$ cat src/rtl/cla_pkg.sv
// Shared types and sizing helpers for the nibble-serial CLA adder.
package cla_pkg;

  localparam int unsigned NIBBLE_W = 4;

  typedef enum logic [1:0] {
    IDLE = 2'd0,
    RUN  = 2'd1,
    DONE = 2'd2
  } state_e;

  function automatic int unsigned nibble_count(input int unsigned width);
    return width / NIBBLE_W;
  endfunction

  // Index counter width; a single-nibble adder still keeps a 1-bit index.
  function automatic int unsigned idx_width(input int unsigned width);
    int unsigned n;
    n = nibble_count(width);
    return (n <= 1) ? 1 : $clog2(n);
  endfunction

endpackage

$ cat src/rtl/cla4_slice.sv
// Purely combinational 4-bit generate/propagate carry-lookahead adder slice.
module cla4_slice (
  input  logic [3:0] a,
  input  logic [3:0] b,
  input  logic       ci,
  output logic [3:0] s,
  output logic       co
);

  logic [3:0] w_g;
  logic [3:0] w_p;
  logic [4:0] w_c;

  assign w_g = a & b;
  assign w_p = a ^ b;

  // Every carry is a flat sum of products; no ripple between bit positions.
  assign w_c[0] = ci;
  assign w_c[1] = w_g[0] | (w_p[0] & ci);
  assign w_c[2] = w_g[1] | (w_p[1] & w_g[0]) | (w_p[1] & w_p[0] & ci);
  assign w_c[3] = w_g[2] | (w_p[2] & w_g[1]) | (w_p[2] & w_p[1] & w_g[0])
                | (w_p[2] & w_p[1] & w_p[0] & ci);
  assign w_c[4] = w_g[3] | (w_p[3] & w_g[2]) | (w_p[3] & w_p[2] & w_g[1])
                | (w_p[3] & w_p[2] & w_p[1] & w_g[0])
                | (w_p[3] & w_p[2] & w_p[1] & w_p[0] & ci);

  assign s  = w_p ^ w_c[3:0];
  assign co = w_c[4];

endmodule

$ cat src/rtl/cla_seq_adder.sv
// Nibble-serial WIDTH-bit adder reusing one 4-bit CLA slice with a registered carry chain.
// Optional subtract mode is enabled by defining CLA_SEQ_SUB_EN.
module cla_seq_adder
  import cla_pkg::*;
#(
  parameter int unsigned WIDTH = 16
) (
  input  logic             clk,
  input  logic             rst,
  input  logic             in_valid,
  output logic             in_ready,
  input  logic [WIDTH-1:0] a,
  input  logic [WIDTH-1:0] b,
  input  logic             cin,
`ifdef CLA_SEQ_SUB_EN
  input  logic             sub,
`endif
  output logic             out_valid,
  input  logic             out_ready,
  output logic [WIDTH-1:0] sum,
  output logic             cout,
  output logic             ovf
);

  localparam int unsigned NIBBLES = nibble_count(WIDTH);
  localparam int unsigned IDX_W = idx_width(WIDTH);
  localparam logic [IDX_W-1:0] LAST_IDX = IDX_W'(NIBBLES - 1);

  state_e r_state;
  state_e w_state_next;

  logic [NIBBLES-1:0][NIBBLE_W-1:0] r_a;
  logic [NIBBLES-1:0][NIBBLE_W-1:0] r_b;
  logic [NIBBLES-1:0][NIBBLE_W-1:0] r_sum;
  logic [IDX_W-1:0]                 r_idx;
  logic                             r_carry;
  logic                             r_cout;
  logic                             r_ovf;

  logic                w_accept;
  logic                w_last;
  logic [WIDTH-1:0]    w_b_eff;
  logic                w_carry_init;
  logic [NIBBLE_W-1:0] w_slice_a;
  logic [NIBBLE_W-1:0] w_slice_b;
  logic [NIBBLE_W-1:0] w_slice_s;
  logic                w_slice_co;
  logic                w_a_msb;
  logic                w_b_msb;
  logic                w_ovf;

`ifdef CLA_SEQ_SUB_EN
  // Subtraction is A + ~B + 1; cin is ignored in that mode.
  assign w_b_eff      = sub ? ~b : b;
  assign w_carry_init = sub | cin;
`else
  assign w_b_eff      = b;
  assign w_carry_init = cin;
`endif

  assign w_accept = in_valid & in_ready;
  assign w_last   = (r_idx == LAST_IDX);

  assign w_slice_a = r_a[r_idx];
  assign w_slice_b = r_b[r_idx];

  cla4_slice u_slice (
    .a  (w_slice_a),
    .b  (w_slice_b),
    .ci (r_carry),
    .s  (w_slice_s),
    .co (w_slice_co)
  );

  // On the last nibble the slice output is the result MSB nibble.
  assign w_a_msb = r_a[NIBBLES-1][NIBBLE_W-1];
  assign w_b_msb = r_b[NIBBLES-1][NIBBLE_W-1];
  assign w_ovf   = (w_a_msb == w_b_msb) & (w_slice_s[NIBBLE_W-1] != w_a_msb);

  // State register
  always_ff @(posedge clk or posedge rst) begin
    if (rst) begin
      r_state <= IDLE;
    end else begin
      r_state <= w_state_next;
    end
  end

  // Next-state logic
  always_comb begin
    w_state_next = r_state;
    case (r_state)
      IDLE:    if (in_valid) w_state_next = RUN;
      RUN:     if (w_last) w_state_next = DONE;
      DONE:    if (out_ready) w_state_next = IDLE;
      default: w_state_next = IDLE;
    endcase
  end

  // Output decode, from state registers only
  always_comb begin
    in_ready  = 1'b0;
    out_valid = 1'b0;
    case (r_state)
      IDLE:    in_ready = 1'b1;
      DONE:    out_valid = 1'b1;
      default: ;
    endcase
  end

  always_ff @(posedge clk or posedge rst) begin
    if (rst) begin
      r_a     <= '0;
      r_b     <= '0;
      r_sum   <= '0;
      r_idx   <= '0;
      r_carry <= 1'b0;
      r_cout  <= 1'b0;
      r_ovf   <= 1'b0;
    end else begin
      case (r_state)
        IDLE: begin
          if (w_accept) begin
            r_a     <= a;
            r_b     <= w_b_eff;
            r_carry <= w_carry_init;
            r_idx   <= '0;
            r_sum   <= '0;
          end
        end
        RUN: begin
          r_sum[r_idx] <= w_slice_s;
          r_carry      <= w_slice_co;
          if (w_last) begin
            r_cout <= w_slice_co;
            r_ovf  <= w_ovf;
          end else begin
            r_idx <= r_idx + 1'b1;
          end
        end
        default: ;
      endcase
    end
  end

  assign sum  = r_sum;
  assign cout = r_cout;
  assign ovf  = r_ovf;

  // A stalled result must not change until the sink takes it.
  a_hold_result: assert property (@(posedge clk) disable iff (rst)
    (out_valid && !out_ready) |=> (out_valid && $stable(sum) && $stable(cout) && $stable(ovf)));

  a_ready_valid_excl: assert property (@(posedge clk) disable iff (rst)
    !(in_ready && out_valid));

endmodule

$ cat config.mk
export PLATFORM = sky130hd
export DESIGN_NAME = cla_seq_adder
export DESIGN_NICKNAME = d
export VERILOG_FILES = /design/src/rtl/cla_pkg.sv /design/src/rtl/cla4_slice.sv /design/src/rtl/cla_seq_adder.sv
export SDC_FILE = /design/constraint.sdc
export NUM_CORES = 1
export LEC_CHECK = 0
export ABC_CLOCK_PERIOD_IN_PS = 2740
export CAP_MARGIN = 30
export CORE_ASPECT_RATIO = 0.6
export CORE_MARGIN = 2
export CORE_UTILIZATION = 50
export CTS_BUF_LIST = sky130_fd_sc_hd__clkbuf_16
export CTS_CLUSTER_DIAMETER = 30
export DETAILED_ROUTE_END_ITERATION = 12
export GPL_TIMING_DRIVEN = 0
export PLACE_DENSITY = 0.83
export SKIP_LAST_GASP = 1
export SLEW_MARGIN = 20
export SYNTH_ARGS = -nofsm -noshare
export SYNTH_HDL_FRONTEND = slang
export SYNTH_SLANG_ARGS = --single-unit
$ cat constraint.sdc
create_clock -name clk -period 2.74 [get_ports clk]
set_input_delay 0.685 -clock clk [delete_from_list [all_inputs] [get_ports clk]]
set_output_delay 0.685 -clock clk [all_outputs]
set_load 0.02 [all_outputs]
Word-level counts from Yosys, hierarchy flattened
Index checks and enable logic that the tools add are counted.

storage, ports and cells
  word-level logic and storage cells = 89
  output and inout port bits = 20
  RAM bits = 0
  bits in latches = 0
  memories kept = 0
  register bits = 55
  ROM bits = 0
  bits of input ports = 37

cells by class
  equality and inequality tests = 10
  muxes and demuxes = 20
  shift-type cells = 0
  order comparisons = 2
  bitwise gates (word level) = 31
  reductions and logical operators = 8
  multiply operators = 0
  divide/modulo/power cells = 0
  $add $sub $neg = 1

operators by type and width
  kind                                                                                 number
  16-bit case mux with 2 select lines                                                  1
  1-bit bitwise AND                                                                    18
  4-bit binary-select mux with 2-bit select                                            2
  16-bit bitwise mux                                                                   1
  16-bit two-way mux                                                                   1
  4-bit two-way mux                                                                    3
  2-bit two-way mux                                                                    5
  2-bit != test, second input constant                                                 5
  1-bit bitwise OR                                                                     10
  4-bit demux with 2-bit select                                                        1
  4-bit XOR                                                                            2
  2-bit case mux with 3 select lines                                                   1
  2-bit AND reduction                                                                  3
  3-bit AND reduction                                                                  2
  4-bit bitwise AND                                                                    1
  2-bit equality test, second input constant                                           2
  2-bit case mux with 2 select lines                                                   1
  2-bit by 3-bit < comparator with 1-bit output, second input constant                 1
  1-bit two-way mux                                                                    3
  2-bit by 1-bit adder with 2-bit output, second input constant                        1
  2-bit by 1-bit equality test with 1-bit output, second input constant                1
  2-bit by 1-bit greater-or-equal comparator with 1-bit output, second input constant  1
  2-bit zero test                                                                      1
  1-bit case mux with 2 select lines                                                   1
  other kinds (4)                                                                      4

Depth between registers and ports, before layout
  word-level depth = 10
  depth in mapped cells = 7

By module
Synthesis repeated with hierarchy kept, for this count alone.

second synthesis, totals
  cells, all modules = 200
  area total of the unflattened synthesis = 2,815.2 µm²

modules (own cells, without submodules)
  module         area an instance (µm²)  cells an instance  times used
  cla_seq_adder  2,667.6                 183                1
  cla4_slice     147.6                   17                 1

Least setup slack after synthesis
OpenSTA, ideal clock, no wires.

  path type = register -> register
  start point = reg r_idx[0]
  end point = reg r_ovf, in the netlist ovf
  setup slack = 391 ps
  period minus slack after synthesis = 2,349 ps
  cell stages (with the launch flop) = 8
  setup time = 87 ps
  arrival time = 2,262 ps
  data required time = 2,653 ps
  path through = dfrtp_1 buf_2 mux4_2 ha_1 a21oi_1 nor2_1 or3_1 o211ai_1

on the way
  word-level cells in the longest chain between the ends = 10
  elaborated cells between the ends (all ways) = 19

RTL lines
  item                                                          RTL line                                  source
  start, declared                                               cla_seq_adder.sv:35                       logic [IDX_W-1:0] r_idx;
  start signal, assigned                                        cla_seq_adder.sv:138                      r_idx <= r_idx + 1'b1;
  4-bit binary-select mux with 2-bit select (on tied branches)  cla_seq_adder.sv:64, cla_seq_adder.sv:65
  4-bit two-way mux (on tied branches)                          cla_seq_adder.sv:64, cla_seq_adder.sv:65
  4-bit XOR or 4-bit bitwise AND (tied branches)                cla4_slice.sv:15, cla4_slice.sv:14
  1-bit bitwise AND (on tied branches)                          cla4_slice.sv:21, cla4_slice.sv:22
  1-bit bitwise OR, or another cell as far along                cla4_slice.sv:21                          assign w_c[3] = w_g[2] | (w_p[2] & w_g[1]) | (w_p[2] & w_p[1] & w_g[0])
  1-bit bitwise OR or 1-bit bitwise AND (tied branches)         cla4_slice.sv:21, cla4_slice.sv:22
  1-bit bitwise OR                                              cla4_slice.sv:22                          | (w_p[2] & w_p[1] & w_p[0] & ci);
  4-bit XOR                                                     cla4_slice.sv:27                          assign s = w_p ^ w_c[3:0];
  1-bit != test                                                 cla_seq_adder.sv:78                       assign w_ovf = (w_a_msb == w_b_msb) & (w_slice_s[NIBBLE_W-1] != w_a_msb);
  1-bit bitwise AND                                             cla_seq_adder.sv:78
  end signal, assigned                                          cla_seq_adder.sv:136                      r_ovf <= w_ovf;
  end, declared                                                 cla_seq_adder.sv:38                       logic r_ovf;

Parallel ways exist; a longest one is shown, timed or not. The select of a mux whose other input is x is not followed.
A chain may end at the register's enable or synchronous reset.

Worst setup path after layout
  start point = reg r_idx[0]
  end point = reg r_sum, in the netlist sum[6]

on the way
  word-level cells in the longest chain between the ends = 9
  elaborated cells between the ends (all ways) = 19

RTL lines
  item                                                          RTL line                                  source
  4-bit binary-select mux with 2-bit select (on tied branches)  cla_seq_adder.sv:64, cla_seq_adder.sv:65
  4-bit two-way mux (on tied branches)                          cla_seq_adder.sv:64, cla_seq_adder.sv:65
  4-bit XOR or 4-bit bitwise AND (tied branches)                cla4_slice.sv:15, cla4_slice.sv:14
  1-bit bitwise AND                                             cla4_slice.sv:20                          assign w_c[2] = w_g[1] | (w_p[1] & w_g[0]) | (w_p[1] & w_p[0] & ci);
  1-bit bitwise OR or 1-bit bitwise AND (tied branches)         cla4_slice.sv:20
  1-bit bitwise OR                                              cla4_slice.sv:20
  4-bit XOR                                                     cla4_slice.sv:27
  16-bit bitwise mux (*)                                        cla_seq_adder.sv:132                      r_sum[r_idx] <= w_slice_s;
  16-bit case mux with 2 select lines (*)                       cla_seq_adder.sv:121                      case (r_state)
  end signal, assigned by index                                 cla_seq_adder.sv:132
  end, declared                                                 cla_seq_adder.sv:34                       logic [NIBBLES-1:0][NIBBLE_W-1:0] r_sum;

Mark *: on every way between the ends. The rest lies on a longest branch, timed or not. The select of a mux whose other input is x is not followed.

==> results.ini <==
[place]
placed_cells=308
io_buffers=56
hpwl_mm=4.295
gp_congestion=0.8022
placed_area_um2=3405

[sta]
setup_violations=0
fin_worst_skew_ns=0.007178
layout_min_cycle_time_ns=2.607
hold_viol_final=0
tightest_slew_ns=0.6307
fin_crit_sh_pct=95.16
max_freq_mhz=383.5
hold_slack_ns=0.4979
rsz0062_at_grt=no
slew_headroom_pct=57.89
drv_slew=0

[worst_setup_path]
required_ns=2.97
critical_path.cell_chain=clkbuf_4, mux4_2, ha_1, a21o_1, a21oi_1, xnor2_1, a22o_1
worstPathArrival_ns=2.83
crit_type=flop to flop
cp-start-kind=flop
cp_slowest_cell=mux4_2
critPathMaxFanout=10
cpPeakStageDelay_ns=0.61
cp-end-kind=flop

[layout]
syn2layout_area_growth_pct=29.62
final_cells=316
antenna_cells=0
fin_nets=296
fillers=368
final_cell_area_um2=3553
layout-drive-gt1-share_pct=24.80

[logic_synthesis]
yosys-top-cells-area=dfrtp_1, mux2_4, mux4_2
synth-compound-area-share_pct=9.676
synth-seq-area-share_pct=50.21
async_flop_share_pct=100.0
yosys.area_share.xor_xnor_pct=0.6390
syn-cell-area_um2=2741
yosys_warnings=0
ys_types=36
synth_top_cell_by_area=dfrtp_1
synthFlopType=dfrtp_1
synthMostInstantiatedCell=dfrtp_1
synth_top_family_by_area=multiplexers
synth_edf_count=0
syn_nets=232
synthAdderAreaFrac_pct=4.838
synth-simple-area-share_pct=6.709
synth_cells=185
synth_top_area_share_pct=50.21
ys_seq_elements=55
synth.avg_cell_area_um2=14.82
synth_mux_area_share_pct=24.19
ys_top_cells_by_count=dfrtp_1, mux2_4, a22o_1

[detailed_routing]
drt_iter0_markers=108
routed-via-count=1753
drt_wl_total_mm=5.823
antenna_left=0
vias_per_cell=5.547
post_drt_wl_per_cell_um=18.43
drc=0
firstDrtPassIters=4

[die]
die_w_um=99.59
initial_core_util_pct=52.92
die_area_um2=6110
rows=20
pin_count=57
die_h_um=61.36
core_area_um2=5180

[grt]
grt_start_max_net_pins=30
grtUsageTotal_pct=20.72
grt_pass1_vias=1812
grt_pass1_wl_mm=9.453
overflow=0
antenna_found_initial=0

[flow_run]
maxCapViolCount=0

[clock_tree]
cts.sink_count=55
ctsHtreeMaxLevel=2
ctsHoldBuffers=0
clockBufferDepth=2
cts_tree=built
cts_made_buffers=5
clock_latency_ns=0.29
clkTransAtPathRegs_ns=0.07
root_buffer=clkbuf_16
post_cts_buffers=0

[pwr]
p_per_area_nw_per_um2=1423
vdd_drop_max_uv=544.4
power.leakage_nw=1.572

[outcome]
status=completed

[hold_path]
hp-class=flop to flop

==> report_power, final <==
group / switching [W] / internal (W) / total (W)
combinational: 0.00148 / 0.00151 / 0.00298
clock: 0.000279 / 0.000334 / 0.000614
sequential: 0.000255 / 0.00121 / 0.00146
total: 0.00201 / 0.00305 / 0.00506
==> final cells by class <==
class,instances,area (um^2),area share [%]
Sequential cell,55,1376,38.73
Clock buffer,5,125.1,3.521
Multi-Input combinational cell,119,1267,35.67
Tap cell,66,82.58,2.324
Timing Repair Buffer,57,580.6,16.34
Inverter,5,18.77,0.5282
Clock inverter,3,16.27,0.4577
Buffer,6,86.33,2.430
==> logic make-up (layout without fill, tap and decap cells) <==
| kind of cell | count (synthesis) | after routing |
|---|---|---|
| mux | 41 | 41 |
| flops | 55 | 55 |
| simple gates | 31 | 31 |
| compound gates | 35 | 35 |
| xor+xnor | 2 | 2 |
| buf+inv | 11 | 76 |
| fa+ha+maj | 10 | 10 |
==> path summary, 6_finish.rpt <==
kind | from | end | slack, ns | depth (start not counted)
hold / removal | sum[0] | sum[0] | 0.50 | 1
min in group asynchronous | rst | r_state[0] | 0.80 | 2
setup / recovery | r_idx[0] | sum[6] | 0.13 | 7
hold reg to reg | sum[0] | sum[0] | 0.50 | 1
setup reg to reg | r_idx[0] | sum[6] | 0.13 | 7
max in group asynchronous | rst | sum[15] | 1.37 | 3
==> metal layers <==
layer | routed length, um | GRT usage [%] | part of all wire (%) | vias up
met5 | 0 | 0 | 0 | -
met3 | 381 | 5.221 | 6.5 | 8
met2 | 2557 | 32.43 | 44 | 64
met4 | 72 | 4.305 | 1.2 | 0
met1 | 2813 | 30.13 | 48 | 865
li1 | - | - | - | 816
==> placed cells by master (no fill, tap or decap), types with 2 or more instances in the layout <==
cell,n
a21oi_1,4
a22o_1,14
and2_1,3
buf_12,4
clkbuf_16,5
clkdlybuf4s50_1,56
dfrtp_1,55
ha_1,9
inv_1,5
mux2_2,2
mux2_4,30
mux4_2,8
nand2_1,6
nand3_1,2
nor2_1,9
o21ai_0,4
o22ai_1,2
o2bb2ai_1,4
o31ai_1,2
or3_1,2
xnor2_1,2
==> state kept, by name, indices dropped and copies added (netlist names) <==
| register | count |
|---|---|
| cout | 1 |
| ovf | 1 |
| r_a | 16 |
| r_b | 16 |
| r_carry | 1 |
| r_idx | 2 |
| r_state | 2 |
| sum | 16 |
==> metrics by stage <==
stage | worst slack [ns] | TNS [ns] | power, W | utilization [%]
2_1_floorplan | 0.3913 | 0 | 0.003534 | -
3_3_place_gp | -0.2429 | -13.21 | 0.004251 | 65.34
3_5_place_dp | -0.07898 | -0.2584 | 0.004373 | 65.72
4_1_cts | 0.06006 | 0 | 0.005050 | 68.55
5_1_grt | 0.007893 | 0 | 0.005383 | 68.60
6_report | 0.1327 | 0 | 0.005058 | 68.60
==> repair_timing <==
item                                    4_1_cts  5_1_grt
gates resized for setup                       1        1
endpoints found under the setup margin        4        9
hold endpoints to repair                      0        0
==> worst max-delay path, delay by kind of cell, from the launching register on <==
family	cells	cell delay [ns]
DFF	1	0.39
AOI/OAI and AO/OA	3	0.60
muxes	1	0.61
adders and majority gates	1	0.37
buffers and inverters	1	0.29
xor gates and xnor gates	1	0.29
No activity file was read; power rests on OpenSTA's default activity.
